## config.mk

```make
export PLATFORM = sky130hd
export DESIGN_NAME = axi_err_slave_flat
export DESIGN_NICKNAME = d
export VERILOG_FILES = /design/src/rtl/axi_err_pkg.sv /design/src/rtl/axi_err_if.sv /design/src/rtl/axi_err_log.sv /design/src/rtl/axi_err_slave.sv /design/src/flat_wrapper.sv
export SDC_FILE = /design/constraint.sdc
export NUM_CORES = 1
export LEC_CHECK = 0
export BUFFER_PORTS_ARGS = -buffer_cell sky130_fd_sc_hd__buf_2
export CORE_ASPECT_RATIO = 0.8
export CORE_MARGIN = 2
export CORE_UTILIZATION = 25
export DETAILED_ROUTE_END_ITERATION = 10
export HOLD_SLACK_MARGIN = 0.03
export SYNTH_ARGS = -nofsm -noshare
export SYNTH_HDL_FRONTEND = slang
export SYNTH_SLANG_ARGS = --single-unit
```

## constraint.sdc

```tcl
create_clock -name clk -period 2.52 [get_ports clk]
set_clock_uncertainty 0.15 [all_clocks]
set_input_delay 0.756 -clock clk [delete_from_list [all_inputs] [get_ports clk]]
set_output_delay 0.756 -clock clk [all_outputs]
set_load 0.02 [all_outputs]
```

## src/rtl/axi_err_pkg.sv

```systemverilog
// Shared types and response codes for the AXI decode-error slave.
package axi_err_pkg;

  typedef enum logic [0:0] {
    R_IDLE = 1'b0,
    R_DATA = 1'b1
  } rd_state_e;

  typedef enum logic [1:0] {
    W_IDLE = 2'b00,
    W_DATA = 2'b01,
    W_RESP = 2'b10
  } wr_state_e;

  localparam logic [1:0] RESP_OKAY   = 2'b00;
  localparam logic [1:0] RESP_EXOKAY = 2'b01;
  localparam logic [1:0] RESP_SLVERR = 2'b10;
  localparam logic [1:0] RESP_DECERR = 2'b11;

endpackage

```

## src/rtl/axi_err_if.sv

```systemverilog
// AXI channel bundle between an interconnect default port (master) and the error slave.
interface axi_err_if #(
  parameter int ID_W   = 8,
  parameter int ADDR_W = 32,
  parameter int DATA_W = 32,
  parameter int LEN_W  = 4
);
  logic [ID_W-1:0]     ARID;
  logic [ADDR_W-1:0]   ARADDR;
  logic [LEN_W-1:0]    ARLEN;
  logic [2:0]          ARSIZE;
  logic [1:0]          ARBURST;
  logic                ARVALID;
  logic                ARREADY;

  logic [ID_W-1:0]     RID;
  logic [DATA_W-1:0]   RDATA;
  logic [1:0]          RRESP;
  logic                RLAST;
  logic                RVALID;
  logic                RREADY;

  logic [ID_W-1:0]     AWID;
  logic [ADDR_W-1:0]   AWADDR;
  logic [LEN_W-1:0]    AWLEN;
  logic [2:0]          AWSIZE;
  logic [1:0]          AWBURST;
  logic                AWVALID;
  logic                AWREADY;

  logic [DATA_W-1:0]   WDATA;
  logic [DATA_W/8-1:0] WSTRB;
  logic                WLAST;
  logic                WVALID;
  logic                WREADY;

  logic [ID_W-1:0]     BID;
  logic [1:0]          BRESP;
  logic                BVALID;
  logic                BREADY;

  modport slave (
    input  ARID, ARADDR, ARLEN, ARSIZE, ARBURST, ARVALID,
    output ARREADY,
    output RID, RDATA, RRESP, RLAST, RVALID,
    input  RREADY,
    input  AWID, AWADDR, AWLEN, AWSIZE, AWBURST, AWVALID,
    output AWREADY,
    input  WDATA, WSTRB, WLAST, WVALID,
    output WREADY,
    output BID, BRESP, BVALID,
    input  BREADY
  );

  modport master (
    output ARID, ARADDR, ARLEN, ARSIZE, ARBURST, ARVALID,
    input  ARREADY,
    input  RID, RDATA, RRESP, RLAST, RVALID,
    output RREADY,
    output AWID, AWADDR, AWLEN, AWSIZE, AWBURST, AWVALID,
    input  AWREADY,
    output WDATA, WSTRB, WLAST, WVALID,
    input  WREADY,
    input  BID, BRESP, BVALID,
    output BREADY
  );
endinterface

```

## src/rtl/axi_err_log.sv

```systemverilog
// Sticky first-fault capture plus saturating handshake counter for the error slave.
module axi_err_log #(
  parameter int ADDR_W = 32,
  parameter int CNT_W  = 16
) (
  input  logic              clk,
  input  logic              rst,
  input  logic              err_clr,
  input  logic              ar_hs,
  input  logic              aw_hs,
  input  logic [ADDR_W-1:0] ar_addr,
  input  logic [ADDR_W-1:0] aw_addr,
  input  logic              len_mis_set,
  output logic              err_valid,
  output logic [ADDR_W-1:0] err_addr,
  output logic              err_is_wr,
  output logic              err_len_mis,
  output logic [CNT_W-1:0]  err_cnt
);
  localparam int SUM_W = CNT_W + 1;

  logic              valid_q, valid_d;
  logic [ADDR_W-1:0] addr_q, addr_d;
  logic              is_wr_q, is_wr_d;
  logic              len_mis_q, len_mis_d;
  logic [CNT_W-1:0]  cnt_q, cnt_d;
  logic [SUM_W-1:0]  cnt_sum;

  // Clear is applied first so a same-cycle handshake lands in the freshly emptied log.
  always_comb begin
    valid_d   = valid_q;
    addr_d    = addr_q;
    is_wr_d   = is_wr_q;
    len_mis_d = len_mis_q;
    cnt_d     = cnt_q;
    cnt_sum   = '0;
    if (err_clr) begin
      valid_d   = 1'b0;
      addr_d    = '0;
      is_wr_d   = 1'b0;
      len_mis_d = 1'b0;
      cnt_d     = '0;
    end
    if ((ar_hs || aw_hs) && !valid_d) begin
      valid_d = 1'b1;
      addr_d  = ar_hs ? ar_addr : aw_addr;
      is_wr_d = !ar_hs;
    end
    len_mis_d = len_mis_d | len_mis_set;
    cnt_sum   = {1'b0, cnt_d} + SUM_W'(ar_hs) + SUM_W'(aw_hs);
    cnt_d     = cnt_sum[CNT_W] ? '1 : cnt_sum[CNT_W-1:0];
  end

  always_ff @(posedge clk or negedge rst) begin
    if (!rst) begin
      valid_q   <= 1'b0;
      addr_q    <= '0;
      is_wr_q   <= 1'b0;
      len_mis_q <= 1'b0;
      cnt_q     <= '0;
    end else begin
      valid_q   <= valid_d;
      addr_q    <= addr_d;
      is_wr_q   <= is_wr_d;
      len_mis_q <= len_mis_d;
      cnt_q     <= cnt_d;
    end
  end

  assign err_valid   = valid_q;
  assign err_addr    = addr_q;
  assign err_is_wr   = is_wr_q;
  assign err_len_mis = len_mis_q;
  assign err_cnt     = cnt_q;
endmodule

```

## src/rtl/axi_err_slave.sv

```systemverilog
// AXI default-port slave: answers every read and write burst with a full-length error response.
module axi_err_slave
  import axi_err_pkg::*;
#(
  parameter int                ID_W     = 8,
  parameter int                ADDR_W   = 32,
  parameter int                DATA_W   = 32,
  parameter int                LEN_W    = 4,
  parameter logic [1:0]        RESP     = RESP_DECERR,
  parameter logic [DATA_W-1:0] ERR_DATA = '0,
  parameter int                CNT_W    = 16
) (
  input  logic              clk,
  input  logic              rst,
  axi_err_if.slave          axi,
  input  logic              err_clr,
  output logic              err_valid,
  output logic [ADDR_W-1:0] err_addr,
  output logic              err_is_wr,
  output logic              err_len_mis,
  output logic [CNT_W-1:0]  err_cnt
);
  rd_state_e         rstate_q;
  logic              arready_q;
  logic              rvalid_q;
  logic              rlast_q;
  logic [ID_W-1:0]   rid_q;
  logic [DATA_W-1:0] rdata_q;
  logic [LEN_W-1:0]  rlen_q;
  logic [LEN_W-1:0]  rcnt_q;

  wr_state_e         wstate_q;
  logic              awready_q;
  logic              wready_q;
  logic              bvalid_q;
  logic [ID_W-1:0]   bid_q;
  logic [LEN_W-1:0]  wlen_q;
  logic [LEN_W-1:0]  wcnt_q;

  logic ar_hs, aw_hs, w_hs, len_mis_set;
  logic unused_ok;

  assign ar_hs = axi.ARVALID && arready_q;
  assign aw_hs = axi.AWVALID && awready_q;
  assign w_hs  = axi.WVALID && wready_q;
  // A write beat disagrees with AWLEN when WLAST comes early or the final beat lacks WLAST.
  assign len_mis_set = w_hs && (axi.WLAST ? (wcnt_q != wlen_q) : (wcnt_q == wlen_q));
  assign unused_ok = ^{axi.ARSIZE, axi.ARBURST, axi.AWSIZE, axi.AWBURST, axi.WDATA, axi.WSTRB};

  always_ff @(posedge clk or negedge rst) begin
    if (!rst) begin
      rstate_q  <= R_IDLE;
      arready_q <= 1'b1;
      rvalid_q  <= 1'b0;
      rlast_q   <= 1'b0;
      rid_q     <= '0;
      rdata_q   <= '0;
      rlen_q    <= '0;
      rcnt_q    <= '0;
    end else begin
      case (rstate_q)
        R_IDLE: if (axi.ARVALID) begin
          rstate_q  <= R_DATA;
          arready_q <= 1'b0;
          rvalid_q  <= 1'b1;
          rlast_q   <= (axi.ARLEN == '0);
          rid_q     <= axi.ARID;
          rdata_q   <= ERR_DATA;
          rlen_q    <= axi.ARLEN;
          rcnt_q    <= '0;
        end
        R_DATA: if (axi.RREADY) begin
          if (rlast_q) begin
            rstate_q  <= R_IDLE;
            arready_q <= 1'b1;
            rvalid_q  <= 1'b0;
            rlast_q   <= 1'b0;
          end else begin
            rcnt_q  <= rcnt_q + LEN_W'(1);
            rlast_q <= ((rcnt_q + LEN_W'(1)) == rlen_q);
          end
        end
        default: rstate_q <= R_IDLE;
      endcase
    end
  end

  always_ff @(posedge clk or negedge rst) begin
    if (!rst) begin
      wstate_q  <= W_IDLE;
      awready_q <= 1'b1;
      wready_q  <= 1'b0;
      bvalid_q  <= 1'b0;
      bid_q     <= '0;
      wlen_q    <= '0;
      wcnt_q    <= '0;
    end else begin
      case (wstate_q)
        W_IDLE: if (axi.AWVALID) begin
          wstate_q  <= W_DATA;
          awready_q <= 1'b0;
          wready_q  <= 1'b1;
          bid_q     <= axi.AWID;
          wlen_q    <= axi.AWLEN;
          wcnt_q    <= '0;
        end
        W_DATA: if (axi.WVALID) begin
          if (axi.WLAST) begin
            wstate_q <= W_RESP;
            wready_q <= 1'b0;
            bvalid_q <= 1'b1;
          end else begin
            wcnt_q <= wcnt_q + LEN_W'(1);
          end
        end
        W_RESP: if (axi.BREADY) begin
          wstate_q  <= W_IDLE;
          awready_q <= 1'b1;
          bvalid_q  <= 1'b0;
        end
        default: wstate_q <= W_IDLE;
      endcase
    end
  end

  assign axi.ARREADY = arready_q;
  assign axi.RVALID  = rvalid_q;
  assign axi.RLAST   = rlast_q;
  assign axi.RID     = rid_q;
  assign axi.RDATA   = rdata_q;
  assign axi.RRESP   = RESP;
  assign axi.AWREADY = awready_q;
  assign axi.WREADY  = wready_q;
  assign axi.BVALID  = bvalid_q;
  assign axi.BID     = bid_q;
  assign axi.BRESP   = RESP;

  axi_err_log #(
    .ADDR_W (ADDR_W),
    .CNT_W  (CNT_W)
  ) u_log (
    .clk         (clk),
    .rst         (rst),
    .err_clr     (err_clr),
    .ar_hs       (ar_hs),
    .aw_hs       (aw_hs),
    .ar_addr     (axi.ARADDR),
    .aw_addr     (axi.AWADDR),
    .len_mis_set (len_mis_set),
    .err_valid   (err_valid),
    .err_addr    (err_addr),
    .err_is_wr   (err_is_wr),
    .err_len_mis (err_len_mis),
    .err_cnt     (err_cnt)
  );
endmodule

```

## src/flat_wrapper.sv

```systemverilog
// flat-port wrapper written by rule: the top's interface ports become plain ports
module axi_err_slave_flat import axi_err_pkg::*;
#(
  parameter int                ID_W     = 8,
  parameter int                ADDR_W   = 32,
  parameter int                DATA_W   = 32,
  parameter int                LEN_W    = 4,
  parameter logic [1:0]        RESP     = RESP_DECERR,
  parameter logic [DATA_W-1:0] ERR_DATA = '0,
  parameter int                CNT_W    = 16
)
  (clk, rst, err_clr, err_valid, err_addr, err_is_wr, err_len_mis, err_cnt, axi_ARID, axi_ARADDR, axi_ARLEN, axi_ARSIZE, axi_ARBURST, axi_ARVALID, axi_ARREADY, axi_RID, axi_RDATA, axi_RRESP, axi_RLAST, axi_RVALID, axi_RREADY, axi_AWID, axi_AWADDR, axi_AWLEN, axi_AWSIZE, axi_AWBURST, axi_AWVALID, axi_AWREADY, axi_WDATA, axi_WSTRB, axi_WLAST, axi_WVALID, axi_WREADY, axi_BID, axi_BRESP, axi_BVALID, axi_BREADY);
  axi_err_if #(.ID_W(ID_W), .ADDR_W(ADDR_W), .DATA_W(DATA_W), .LEN_W(LEN_W)) axi_i ();
  input  logic clk;
  input  logic rst;
  input  logic err_clr;
  output logic err_valid;
  output logic [ADDR_W-1:0] err_addr;
  output logic err_is_wr;
  output logic err_len_mis;
  output logic [CNT_W-1:0] err_cnt;
  input wire logic [$bits(axi_i.ARID)-1:0] axi_ARID;
  input wire logic [$bits(axi_i.ARADDR)-1:0] axi_ARADDR;
  input wire logic [$bits(axi_i.ARLEN)-1:0] axi_ARLEN;
  input wire logic [$bits(axi_i.ARSIZE)-1:0] axi_ARSIZE;
  input wire logic [$bits(axi_i.ARBURST)-1:0] axi_ARBURST;
  input wire logic [$bits(axi_i.ARVALID)-1:0] axi_ARVALID;
  output wire logic [$bits(axi_i.ARREADY)-1:0] axi_ARREADY;
  output wire logic [$bits(axi_i.RID)-1:0] axi_RID;
  output wire logic [$bits(axi_i.RDATA)-1:0] axi_RDATA;
  output wire logic [$bits(axi_i.RRESP)-1:0] axi_RRESP;
  output wire logic [$bits(axi_i.RLAST)-1:0] axi_RLAST;
  output wire logic [$bits(axi_i.RVALID)-1:0] axi_RVALID;
  input wire logic [$bits(axi_i.RREADY)-1:0] axi_RREADY;
  input wire logic [$bits(axi_i.AWID)-1:0] axi_AWID;
  input wire logic [$bits(axi_i.AWADDR)-1:0] axi_AWADDR;
  input wire logic [$bits(axi_i.AWLEN)-1:0] axi_AWLEN;
  input wire logic [$bits(axi_i.AWSIZE)-1:0] axi_AWSIZE;
  input wire logic [$bits(axi_i.AWBURST)-1:0] axi_AWBURST;
  input wire logic [$bits(axi_i.AWVALID)-1:0] axi_AWVALID;
  output wire logic [$bits(axi_i.AWREADY)-1:0] axi_AWREADY;
  input wire logic [$bits(axi_i.WDATA)-1:0] axi_WDATA;
  input wire logic [$bits(axi_i.WSTRB)-1:0] axi_WSTRB;
  input wire logic [$bits(axi_i.WLAST)-1:0] axi_WLAST;
  input wire logic [$bits(axi_i.WVALID)-1:0] axi_WVALID;
  output wire logic [$bits(axi_i.WREADY)-1:0] axi_WREADY;
  output wire logic [$bits(axi_i.BID)-1:0] axi_BID;
  output wire logic [$bits(axi_i.BRESP)-1:0] axi_BRESP;
  output wire logic [$bits(axi_i.BVALID)-1:0] axi_BVALID;
  input wire logic [$bits(axi_i.BREADY)-1:0] axi_BREADY;
  assign axi_i.ARID = axi_ARID;
  assign axi_i.ARADDR = axi_ARADDR;
  assign axi_i.ARLEN = axi_ARLEN;
  assign axi_i.ARSIZE = axi_ARSIZE;
  assign axi_i.ARBURST = axi_ARBURST;
  assign axi_i.ARVALID = axi_ARVALID;
  assign axi_ARREADY = axi_i.ARREADY;
  assign axi_RID = axi_i.RID;
  assign axi_RDATA = axi_i.RDATA;
  assign axi_RRESP = axi_i.RRESP;
  assign axi_RLAST = axi_i.RLAST;
  assign axi_RVALID = axi_i.RVALID;
  assign axi_i.RREADY = axi_RREADY;
  assign axi_i.AWID = axi_AWID;
  assign axi_i.AWADDR = axi_AWADDR;
  assign axi_i.AWLEN = axi_AWLEN;
  assign axi_i.AWSIZE = axi_AWSIZE;
  assign axi_i.AWBURST = axi_AWBURST;
  assign axi_i.AWVALID = axi_AWVALID;
  assign axi_AWREADY = axi_i.AWREADY;
  assign axi_i.WDATA = axi_WDATA;
  assign axi_i.WSTRB = axi_WSTRB;
  assign axi_i.WLAST = axi_WLAST;
  assign axi_i.WVALID = axi_WVALID;
  assign axi_WREADY = axi_i.WREADY;
  assign axi_BID = axi_i.BID;
  assign axi_BRESP = axi_i.BRESP;
  assign axi_BVALID = axi_i.BVALID;
  assign axi_i.BREADY = axi_BREADY;
  axi_err_slave #(.ID_W(ID_W), .ADDR_W(ADDR_W), .DATA_W(DATA_W), .LEN_W(LEN_W), .RESP(RESP), .ERR_DATA(ERR_DATA), .CNT_W(CNT_W)) u_core (.clk(clk), .rst(rst), .axi(axi_i), .err_clr(err_clr), .err_valid(err_valid), .err_addr(err_addr), .err_is_wr(err_is_wr), .err_len_mis(err_len_mis), .err_cnt(err_cnt));
endmodule
```

# Word-level counts from Yosys, hierarchy flattened
# Cells that the tools add are included.
dict set report classes {
  n_mux 51
  eq_ne 14
  reduce_logical 24
  n_bitwise 2
  addsub 4
}
# operator count
set op_table {}
lappend op_table {{32-bit 2-to-1 mux} 3}
lappend op_table {{16-bit 2-to-1 mux} 2}
lappend op_table {{1-bit 2-to-1 mux} 26}
lappend op_table {{4-bit 2-to-1 mux} 6}
lappend op_table {{2-bit != test (second input constant)} 9}
lappend op_table {{16-bit by 1-bit adder with 17-bit output} 1}
lappend op_table {{17-bit by 1-bit adder with 17-bit output} 1}
lappend op_table {{4-bit one-hot mux with 2 select lines} 2}
lappend op_table {{4-bit AND reduction} 4}
lappend op_table {{1-bit one-hot mux with 2 select lines} 7}
lappend op_table {{3-bit AND reduction} 3}
lappend op_table {{4-bit by 1-bit adder with 4-bit output (second input constant)} 2}
lappend op_table {{4-bit == test} 2}
lappend op_table {{2-bit 2-to-1 mux} 4}
lappend op_table {{2-bit nonzero test} 4}
lappend op_table {{2-bit one-hot mux with 3 select lines} 1}
lappend op_table {{2-bit AND reduction} 3}
lappend op_table {{1-bit logical AND} 5}
lappend op_table {{4-bit zero test} 1}
lappend op_table {{4-bit != test} 1}
lappend op_table {{2-bit by 1-bit == test with 1-bit output (second input constant)} 1}
lappend op_table {{2-bit == test (second input constant)} 1}
lappend op_table {{1-bit zero test} 2}
lappend op_table {{2-bit zero test} 1}
lappend op_table {{other kinds (3)} 3}
dict set report totals {
  ff_bits 92
  wordCells 114
  output_inout_bits 109
}

# Depth between registers and ports, before layout
dict set report logic_depth {
  depth_word 5
  ltp_mapped 10
  depth_no_buf 7
}

# Modules after synthesis
# Synthesis repeated with hierarchy kept, for this count alone.
dict set report unflattened {
  hier_cells 430
  hier_area_um2 4669.5
}
# mod n_inst cells_per_inst area_each_um2 seq_area_each_um2
set by_module_without_submodules {}
lappend by_module_without_submodules {axi_err_log 1 240 2474.9 1276.2}
lappend by_module_without_submodules {axi_err_slave 1 190 2194.6 1028.5}

# Least setup slack after synthesis
# Ideal clock, no wire load.
dict set report synth_path {
  path_kind {input to register}
  start {input port axi_ARVALID}
  end {register u_core.u_log.cnt_q[0] (netlist: u_core.u_log.err_cnt[0])}
  arrival_ns 2.580
  n_path_buf 2
  path_slack_ns -0.333
  path_stages 9
  setup_ns 0.123
  path_cell_list {and2_1 buf_4 buf_2 fa_1 ha_1 nand3_1 nor2_1 nand4_2 or2b_1}
}
dict set report synth_between {
  elab_chain_cells 4
}
# item line_no
set synth_lines {}
lappend synth_lines {{start, declared} flat_wrapper.sv:27} ;# input wire logic [$bits(axi_i.ARVALID)-1:0] axi_ARVALID;
lappend synth_lines {{1-bit logical AND} axi_err_slave.sv:43} ;# assign ar_hs = axi.ARVALID && arready_q;
lappend synth_lines {{16-bit by 1-bit adder with 17-bit output} axi_err_log.sv:50} ;# cnt_sum = {1'b0, cnt_d} + SUM_W'(ar_hs) + SUM_W'(aw_hs);
lappend synth_lines {{17-bit by 1-bit adder with 17-bit output} axi_err_log.sv:50}
lappend synth_lines {{16-bit 2-to-1 mux} axi_err_log.sv:51} ;# cnt_d = cnt_sum[CNT_W] ? '1 : cnt_sum[CNT_W-1:0];
lappend synth_lines {{net u_core.u_log.cnt_d[0]} axi_err_log.sv:26} ;# logic [CNT_W-1:0] cnt_q, cnt_d;
lappend synth_lines {{end signal, assigned} axi_err_log.sv:66} ;# cnt_q <= cnt_d;
lappend synth_lines {{end, declared} axi_err_log.sv:26}
# The timed path passes the listed nets, and every way through them passes these cells.
# A chain may end at the register's enable or synchronous reset.

# Final worst setup path
dict set report layout_path {
  start {register u_core.awready_q (netlist: u_core.axi.AWREADY)}
  end {register u_core.u_log.cnt_q[9] (netlist: u_core.u_log.err_cnt[9])}
}
dict set report layout_between {
  elab_chain_cells 3
}
# item line_no
set layout_lines {}
lappend layout_lines {{start, declared} axi_err_slave.sv:33} ;# logic awready_q;
lappend layout_lines {{start signal, assigned} axi_err_slave.sv:91} ;# awready_q <= 1'b1;
lappend layout_lines {{start signal, assigned} axi_err_slave.sv:101} ;# awready_q <= 1'b0;
lappend layout_lines {{start signal, assigned} axi_err_slave.sv:118} ;# awready_q <= 1'b1;
lappend layout_lines {{1-bit logical AND} axi_err_slave.sv:44} ;# assign aw_hs = axi.AWVALID && awready_q;
lappend layout_lines {{17-bit by 1-bit adder with 17-bit output} axi_err_log.sv:50}
lappend layout_lines {{16-bit 2-to-1 mux} axi_err_log.sv:51}
lappend layout_lines {{net u_core.u_log.cnt_d[9]} axi_err_log.sv:26}
# The timed path passes the listed nets, and every way through them passes these cells.

==> reports/qor.csv <==
metric;value;unit
distinct cell type count after synthesis;49;
number of sinks on the clock net;92;
delay contributed by the slowest stage of the critical path;0.56;ns
pin count of the biggest net entering global routing;58;
DR WL/cell;13.3;um
total setup buffers inserted after CTS;0;
number of pins with negative max-slew slack in the final report;0;
FF+latch count, synth;92;
cell area after layout;6120;um2
total negative slack;0;ns
quantity of I/O buffers inserted on ports;169;
starting DRC count in detailed routing;121;
global-route wire length before repair;18000;um
starting density of the core;0.256;
cells taking the most area after synthesis;sky130_fd_sc_hd__dfrtp_1 48%, sky130_fd_sc_hd__mux2i_1 6.8%, sky130_fd_sc_hd__buf_4 6.7%;
placed standard-cell area;5800;um2
highest-delay cell along the critical path;sky130_fd_sc_hd__dfstp_2;
status;completed;
class of the worst hold path;in2async;
final RePlAce weighted congestion;0.738;
crit path DAT;2.43;ns
maximum count of clock buffers along a single path;2;
Core Util, Final;0.335;
Bufs and invs on worst path;1;
kind of cell adding the most delay to the critical path;simple AND/OR/NAND/NOR gates;
Cell Pwr Density;1000;nW/um2
required time of the critical path;2.64;ns
H-tree levels;3;
clock insertion delay at the later pin of the skew report;0.35;ns
post-detail-place hpwl;8360;um
overall power of the completed layout;6.13;mW
kind of capture point of the worst setup path;register;
Syn Area/Cell;11.2;um2
number of endpoints failing setup at the final stage;0;
sequential share of the synthesized area;0.492;
area of the placeable core;18300;um2
drt total wl;11300;um
Final Instance Count excl. Fillers;852;
number of enable-type register cells in the synthesized netlist;0;
fmax;0.432;GHz
portion of synthesized cell area occupied by the leading cell type;0.481;
part of the cycle the worst path needs;0.918;
CTS tree;yes;
hold violation total from the final report;0;
fraction of layout instances using a drive strength above 1;0.404;
number of buffers created by CTS;9;
most common cell in the synthesized netlist;sky130_fd_sc_hd__dfrtp_1;
number of cell rows;44;
number of cells in the design after placement;836;
count of synthesis-stage warnings from yosys;0;
Fin Hold WS;0.231;ns
horizontal die dimension;157;um
RSZ-0062 raised after global routing;false;
critical path start-end classification;reg2reg;
worst relative slew slack;0.592;
area growth from synthesis to final layout;30.6;%
area of the mapped netlist;4690;um2
# diodes;0;
die footprint;19900;um2
most used flip-flop cell after synthesis;sky130_fd_sc_hd__dfrtp_1;
number of global-route vias before repair;3498;
Setup crit start kind;register;
Async SR Flop Fraction;1.00;
antenna violations before repair;0;
drt drc;0;
clock edge transition at the registers on the reported setup and hold paths;0.07;ns
library cell with the largest summed area after synthesis;sky130_fd_sc_hd__dfrtp_1;
Peak supply drop;0.464;mV
Filler Cell Count;1911;
shortest clock period the worst path allows after layout;2.31;ns
Maximum Capacitance Violations;0;
peak fanout along the critical path;10;
Avg Vias per Cell;4.20;
floorplan die height;126;um
number of top-level pins;252;
CP Cell Sequence;and2_1 > fa_2 > ha_4 > nand3_4 > nor2_2 > nand4_2 > buf_4 > o21ai_0;
Detailed Routing Iterations Pass 1;4;
number of vias after detailed routing;3582;
worst setup margin;0.206;ns
top cells by instance count after synthesis;90 x sky130_fd_sc_hd__dfrtp_1, 49 x sky130_fd_sc_hd__o21ai_0, 42 x sky130_fd_sc_hd__buf_4;
Post-CTS Hold Fix Bufs;0;
number of nets with antenna violations after detailed routing;0;
final layout net count;741;
GRT overflow;0;
Resized cells post-CTS;0;
cell at the root of the clock tree;sky130_fd_sc_hd__clkbuf_16;
post-synthesis cell count;418;
leakage power figure;2.94;nW
transition time at the pin with the least slew margin;0.612;ns
all-layer global routing usage;0.114;
pre-CTS setup slack;-0.121;ns
per-layer routing:
layer / global-route usage / share of wire
met1: 0.159 / 0.47
met4: 0.0267 / 0.0095
met5: 0 / 0
met2: 0.173 / 0.43
met3: 0.0369 / 0.091
cells by family after synthesis:
kind of cell | share of synthesized area
compound gates | 0.0836
xor+xnor | 0.0505
fa+ha+maj | 0.0123
buf+inv | 0.0894
flops | 0.492
mux | 0.131
other cells | 0.00160
simple gates | 0.140
worst paths after layout:
path,startpoint,to,slack [ns],cells past startpoint
min in group clk,u_core.u_log.err_addr[5],u_core.u_log.err_addr[5],0.36,2
setup / recovery,u_core.axi.AWREADY,u_core.u_log.err_cnt[9],0.21,8
hold / removal,rst,u_core.u_log.err_cnt[12],0.23,2
hold reg to reg,u_core.u_log.err_addr[5],u_core.u_log.err_addr[5],0.36,2
setup reg to reg,u_core.axi.AWREADY,u_core.u_log.err_cnt[9],0.21,8
max in group asynchronous,rst,u_core.u_log.err_addr[30],1.56,2
flip-flops by register name, summed over array words and instances, names as in the netlist:
| signal | flops |
|---|---|
| u_core.rstate_q | 1 |
| u_core.axi.ARREADY | 1 |
| u_core.wlen_q | 4 |
| u_core.axi.RID | 8 |
| u_core.axi.AWREADY | 1 |
| u_core.wcnt_q | 4 |
| u_core.u_log.err_addr | 32 |
| u_core.rcnt_q | 4 |
| u_core.u_log.err_len_mis | 1 |
| u_core.axi.RVALID | 1 |
| u_core.u_log.err_cnt | 16 |
| u_core.axi.WREADY | 1 |
| u_core.wstate_q | 2 |
| u_core.u_log.err_is_wr | 1 |
| u_core.axi.BID | 8 |
| u_core.axi.BVALID | 1 |
| u_core.rlen_q | 4 |
| u_core.axi.RLAST | 1 |
| u_core.u_log.err_valid | 1 |
layout by cell type, fill, tap and decap left out, types with 8 or more instances in the layout:
master | netlist | layout
sky130_fd_sc_hd__buf_2 | 4 | 168
sky130_fd_sc_hd__a21oi_1 | 8 | 8
sky130_fd_sc_hd__buf_4 | 42 | 18
sky130_fd_sc_hd__nand2_1 | 12 | 12
sky130_fd_sc_hd__mux2i_1 | 32 | 32
sky130_fd_sc_hd__inv_1 | 8 | 8
sky130_fd_sc_hd__conb_1 | 2 | 36
sky130_fd_sc_hd__nor2_1 | 11 | 10
sky130_fd_sc_hd__clkbuf_16 | 0 | 9
sky130_fd_sc_hd__xnor2_1 | 18 | 18
sky130_fd_sc_hd__xor2_1 | 9 | 9
sky130_fd_sc_hd__mux2_2 | 24 | 24
sky130_fd_sc_hd__o21ai_0 | 49 | 49
sky130_fd_sc_hd__nand3b_1 | 33 | 33
sky130_fd_sc_hd__dfrtp_1 | 90 | 90
layout make-up:
type | count | area (um2) | area share
Tap cell | 253 | 317 | 0.0517
Sequential cell | 92 | 2300 | 0.376
Multi-Input combinational cell | 295 | 2130 | 0.348
Timing Repair Buffer | 188 | 1020 | 0.166
Inverter | 8 | 30.0 | 0.00490
Clock inverter | 5 | 83.8 | 0.0137
Clock buffer | 11 | 243 | 0.0396
report_power, final:
| group | internal, mW | switching [mW] |
|---|---|---|
| sequential | 2.01 | 0.343 |
| clock | 0.901 | 0.591 |
| combinational | 0.947 | 1.34 |
| total | 3.85 | 2.28 |
Power figures use the tool's default switching activity.
